===== config.mk =====
export PLATFORM = sky130hd
export DESIGN_NAME = seq_det_ctrl
export DESIGN_NICKNAME = d
export VERILOG_FILES = /design/src/rtl/seq_det_pkg.sv /design/src/rtl/seq_det_ctrl_pat_match.sv /design/src/rtl/seq_det_ctrl.sv
export SDC_FILE = /design/constraint.sdc
export NUM_CORES = 1
export LEC_CHECK = 0
export ABC_CLOCK_PERIOD_IN_PS = 2850
export CORE_MARGIN = 1
export CORE_UTILIZATION = 45
export DETAILED_ROUTE_END_ITERATION = 16
export PLACE_DENSITY = 0.77
export SKIP_CTS_REPAIR_TIMING = 1
export SYNTH_ARGS = -nofsm -noshare
export SYNTH_HDL_FRONTEND = slang
export SYNTH_SLANG_ARGS = --single-unit

===== constraint.sdc =====
create_clock -name clk -period 2.85 [get_ports clk]
set_input_delay 0.285 -clock clk [delete_from_list [all_inputs] [get_ports clk]]
set_output_delay 0.285 -clock clk [all_outputs]
set_load 0.005 [all_outputs]

===== src/rtl/seq_det_pkg.sv =====
// Shared types and default parameters for the bit-serial sequence-detection controller.
package seq_det_pkg;

    localparam int unsigned DATA_W_DEF = 8;
    localparam int unsigned PAT_W_DEF  = 4;
    localparam int unsigned CNT_W_DEF  = 8;

    localparam logic [PAT_W_DEF-1:0] PAT_RST_DEF = 4'b1011;

    typedef enum logic {
        ST_IDLE  = 1'b0,
        ST_SHIFT = 1'b1
    } state_e;

endpackage


===== src/rtl/seq_det_ctrl_pat_match.sv =====
// Sequence matcher: bit history, saturating fill count and hit detection.
// SEQ_DET_OVERLAP_EN defined keeps history after a hit (overlapping detection).
module pat_match
    import seq_det_pkg::*;
#(
    parameter int unsigned PAT_W = PAT_W_DEF
) (
    input  logic             clk,
    input  logic             rst,
    input  logic             bit_in,
    input  logic             bit_vld,
    input  logic [PAT_W-1:0] pattern,
    input  logic             clr,
    output logic             hit
);

    localparam int unsigned       FILL_W    = $clog2(PAT_W + 1);
    localparam logic [FILL_W-1:0] FILL_FULL = FILL_W'(PAT_W);

    logic [PAT_W-1:0]  hist_q, hist_d, hist_shift;
    logic [FILL_W-1:0] fill_q, fill_d, fill_inc;

    always_comb begin
        hist_shift = {hist_q[PAT_W-2:0], bit_in};
        fill_inc   = (fill_q == FILL_FULL) ? fill_q : fill_q + FILL_W'(1);
        // Partial history never matches: the fill count must be full.
        hit        = bit_vld && !clr && (fill_inc == FILL_FULL) && (hist_shift == pattern);
        hist_d     = hist_q;
        fill_d     = fill_q;
        if (clr) begin
            hist_d = '0;
            fill_d = '0;
        end else if (bit_vld) begin
            hist_d = hist_shift;
            fill_d = fill_inc;
`ifdef SEQ_DET_OVERLAP_EN
`else
            if (hit) begin
                fill_d = '0;
            end
`endif
        end
    end

    always_ff @(posedge clk) begin
        if (!rst) begin
            hist_q <= '0;
            fill_q <= '0;
        end else begin
            hist_q <= hist_d;
            fill_q <= fill_d;
        end
    end

endmodule


===== src/rtl/seq_det_ctrl.sv =====
// Byte handshake, MSB-first serializer, pattern config and saturating match counter.
// Overlap behaviour of the matcher is selected by SEQ_DET_OVERLAP_EN.
module seq_det_ctrl
    import seq_det_pkg::*;
#(
    parameter int unsigned      DATA_W  = DATA_W_DEF,
    parameter int unsigned      PAT_W   = PAT_W_DEF,
    parameter int unsigned      CNT_W   = CNT_W_DEF,
    parameter logic [PAT_W-1:0] PAT_RST = PAT_W'(PAT_RST_DEF)
) (
    input  logic              clk,
    input  logic              rst,
    input  logic [PAT_W-1:0]  cfg_pattern,
    input  logic              cfg_load,
    input  logic [DATA_W-1:0] in_data,
    input  logic              in_valid,
    output logic              in_ready,
    output logic              busy,
    output logic              match,
    output logic [CNT_W-1:0]  match_cnt,
    input  logic              cnt_clr
);

    localparam int unsigned      IDX_W   = $clog2(DATA_W);
    localparam logic [CNT_W-1:0] CNT_MAX = '1;

    state_e            state_q, state_d;
    logic [DATA_W-1:0] shreg_q, shreg_d;
    logic [IDX_W-1:0]  idx_q, idx_d;
    logic [PAT_W-1:0]  pattern_q, pattern_d;
    logic              in_ready_q, in_ready_d;
    logic              busy_q, busy_d;
    logic              match_q, match_d;
    logic [CNT_W-1:0]  cnt_q, cnt_d;

    logic bit_vld_c, bit_in_c, clr_c, hit_c;

    pat_match #(
        .PAT_W (PAT_W)
    ) u_pat_match (
        .clk     (clk),
        .rst     (rst),
        .bit_in  (bit_in_c),
        .bit_vld (bit_vld_c),
        .pattern (pattern_q),
        .clr     (clr_c),
        .hit     (hit_c)
    );

    // Handshake FSM, serializer and counter next-state
    always_comb begin
        state_d    = state_q;
        shreg_d    = shreg_q;
        idx_d      = idx_q;
        pattern_d  = pattern_q;
        in_ready_d = in_ready_q;
        busy_d     = busy_q;
        bit_vld_c  = (state_q == ST_SHIFT);
        bit_in_c   = shreg_q[idx_q];
        clr_c      = (state_q == ST_IDLE) && cfg_load;

        case (state_q)
            ST_IDLE: begin
                if (cfg_load) begin
                    pattern_d = cfg_pattern;
                end
                if (in_valid) begin
                    shreg_d    = in_data;
                    idx_d      = IDX_W'(DATA_W - 1);
                    state_d    = ST_SHIFT;
                    in_ready_d = 1'b0;
                    busy_d     = 1'b1;
                end
            end
            ST_SHIFT: begin
                if (idx_q == '0) begin
                    state_d    = ST_IDLE;
                    in_ready_d = 1'b1;
                    busy_d     = 1'b0;
                end else begin
                    idx_d = idx_q - IDX_W'(1);
                end
            end
            default: begin
                state_d    = ST_IDLE;
                in_ready_d = 1'b1;
                busy_d     = 1'b0;
            end
        endcase

        match_d = hit_c;
        // Clear wins over a coincident hit; the match pulse still fires.
        if (cnt_clr) begin
            cnt_d = '0;
        end else if (hit_c && (cnt_q != CNT_MAX)) begin
            cnt_d = cnt_q + CNT_W'(1);
        end else begin
            cnt_d = cnt_q;
        end
    end

    always_ff @(posedge clk) begin
        if (!rst) begin
            state_q    <= ST_IDLE;
            shreg_q    <= '0;
            idx_q      <= '0;
            pattern_q  <= PAT_RST;
            in_ready_q <= 1'b1;
            busy_q     <= 1'b0;
            match_q    <= 1'b0;
            cnt_q      <= '0;
        end else begin
            state_q    <= state_d;
            shreg_q    <= shreg_d;
            idx_q      <= idx_d;
            pattern_q  <= pattern_d;
            in_ready_q <= in_ready_d;
            busy_q     <= busy_d;
            match_q    <= match_d;
            cnt_q      <= cnt_d;
        end
    end

    assign in_ready  = in_ready_q;
    assign busy      = busy_q;
    assign match     = match_q;
    assign match_cnt = cnt_q;

endmodule


==> impl_metrics.json <==
{
  "ys_top_cells_by_count": "33 x dfxtp_1, 27 x nand2_1, 11 x a21oi_1, 11 x nor2_1, 10 x a21boi_0",
  "synth-xor-area-share_pct": 3.640,
  "startpoint_type": "register",
  "routed-wl-met3_um": 77,
  "drc": 0,
  "rows": 21,
  "drv_slew": 0,
  "n_antenna_cell": 0,
  "syn_area_um2": 1684,
  "finalWirelength_um": 3286,
  "first_global_vias": 1322,
  "outcome": "complete, no violations",
  "top_layer_used": "met4",
  "crit_arrival_ps": 2900,
  "cts_buffers": 5,
  "met2_length_um": 1599,
  "clockRootBuffer": "clkbuf_8",
  "synth-adder-area-share_pct": 3.715,
  "grt_pass1_wl_um": 5706,
  "grt-ovfl-total": 0,
  "clkTransAtPathRegs_ps": 70,
  "synth_top_area_share_pct": 39.23,
  "hold_violations": 0,
  "worst_pin_slew_ps": 624.4,
  "setup_tns_ps": 0,
  "synthFlopType": "dfxtp_1",
  "nets": 239,
  "hold_class": "reg -> reg",
  "io_buffers": 27,
  "setup_viol": 0,
  "layout_min_cycle_time_ps": 2677,
  "required_ps": 3070,
  "critPathKind": "reg -> reg",
  "synth_nets": 208,
  "p_per_area_nw_per_um2": 523.0,
  "grt_use_total_pct": 18.21,
  "finClkSkew_ps": 2.193,
  "drtIter0Drc": 69,
  "fin_hold_ws_ps": 461.8,
  "synth_cells": 186,
  "period_share_pct": 93.95,
  "synthTopCellsByArea": "dfxtp_1 39%, nand2_1 6.0%, a21boi_0 4.5%",
  "synth_cell_types": 45,
  "yosysMostFrequentCell": "dfxtp_1",
  "max_freq_ghz": 0.3735,
  "dr.pass1.iters": 4,
  "synthArstFlopShare_pct": 0,
  "cp_max_fo": 6,
  "synthMuxAreaShare_pct": 8.395,
  "syn2layout_area_growth_pct": 27.04,
  "grt_max_degree": 22,
  "clock_path_buffers": 2,
  "ys_ff_latch": 33,
  "syn_avg_cell_area_um2": 9.054,
  "io_pins": 28,
  "cts_tree": "built",
  "endpoint_kind": "register",
  "synth_top_family_by_area": "simple AND/OR/NAND/NOR gates",
  "synth_warnings": 0,
  "vias": 1441,
  "rsz0062_at_grt": "no",
  "drv_cap": 0,
  "synth_edf_count": 0,
  "core_um2": 3468,
  "start_util_pct": 48.56,
  "clock_sinks": 33,
  "die_y_um": 63.18,
  "place.gp.congestion": 0.8197,
  "synth_seq_area_share_pct": 39.23,
  "dieWidth_um": 63.18,
  "p_leak_nw": 0.7601,
  "dpl.hpwl_um": 2387,
  "layout-drive-gt1-share_pct": 9.174,
  "synth_top_cell_by_area": "dfxtp_1",
  "viasPerCell": 5.458,
  "ant_nets": 0,
  "wl_met1_um": 1529,
  "dieArea_um2": 3991,
  "routedWlPerCell_um": 12.45,
  "synth_compound_area_share_pct": 17.38,
  "antenna_found_initial": 0,
  "insertion_delay_ps": 280,
  "htreeDepth": 2,
  "relSlewSlack_pct": 58.07,
  "ir_worst_vdd_mv": 0.2499,
  "synthSimpleGateAreaFrac_pct": 24.29
}
[power breakdown]
group	leakage, nW	switching, mW	internal [mW]
Sequential	0.270	0.0252	0.485
Combinational	0.431	0.0702	0.0819
Clock	0.0585	0.172	0.285
[cell families after synthesis]
group / Yosys count
DFF: 33
AOI/OAI and AO/OA: 41
buffers and inverters: 15
adders and majority gates: 5
xor gates and xnor gates: 7
muxes: 10
and+or+nand+nor: 75
[final cells by class]
cell class,instances,area (um^2)
inverter,8,30.03
multi-input combinational,138,973.4
clock buffer,7,86.33
sequential,33,661.9
fill,314,1329
clock inverter,1,30.03
tap,46,57.56
timing repair buffer,31,300.3
[metrics by stage]
step	instance area [um^2]	worst slack, ps	power (mW)	utilization, %	cells
floorplan	1684	205.8	0.6191	-	186
global route	2140	10.10	1.174	61.69	264
CTS	2117	64.43	1.134	61.04	262
finish	2140	172.5	1.119	61.69	264
global placement	2001	152.0	0.6713	57.68	254
detailed placement	2001	81.30	0.6736	57.68	254
[worst paths after layout]
check	startpoint	end	slack (ps)	depth (start not counted)
setup reg to reg	u_pat_match.fill_q[0]	match_cnt[7]	170	7
hold / removal	shreg_q[5]	shreg_q[5]	460	2
setup / recovery	u_pat_match.fill_q[0]	match_cnt[7]	170	7
hold reg to reg	shreg_q[5]	shreg_q[5]	460	2
[sequential cells by signal, summed over array words and instances (netlist names)]
name and flops:
pattern_q 4, u_pat_match.fill_q 3, shreg_q 8, u_pat_match.hist_q 3, in_ready 1, match_cnt 8, idx_q 3, busy 1
match 1, bit_vld_c 1
[critical path: stages, from the launching register on]
cell and delay (ps):
dfxtp_2 370, inv_1 50, ha_1 310, or4b_1 530
o211a_1 240, or4_4 580, a2111oi_4 330, mux2i_1 200
[cells in the final DEF, fill, tap and decap left out, drive strengths merged, types with 4 or more instances in the layout]
master	synthesis	final
inv	8	8
clkdlybuf4s50	0	27
nand2	27	27
ha	5	5
o21ai	6	6
o31ai	5	5
a21boi	10	10
clkbuf	6	7
xnor2	6	6
buf	1	4
mux2i	8	8
dfxtp	33	33
nor2	11	11
nor2b	4	4
or4	4	4
a21oi	11	11
nand2b	5	5
nand3	5	5
[metal layers]
metal  vias to the layer above  global-route usage [%]
met5                         -                       0
met4                         0                   10.23
met3                         8                   4.348
met2                        21                   29.84
met1                       682                   21.69
li1                        730                       -
Power figures use the tool's default switching activity.
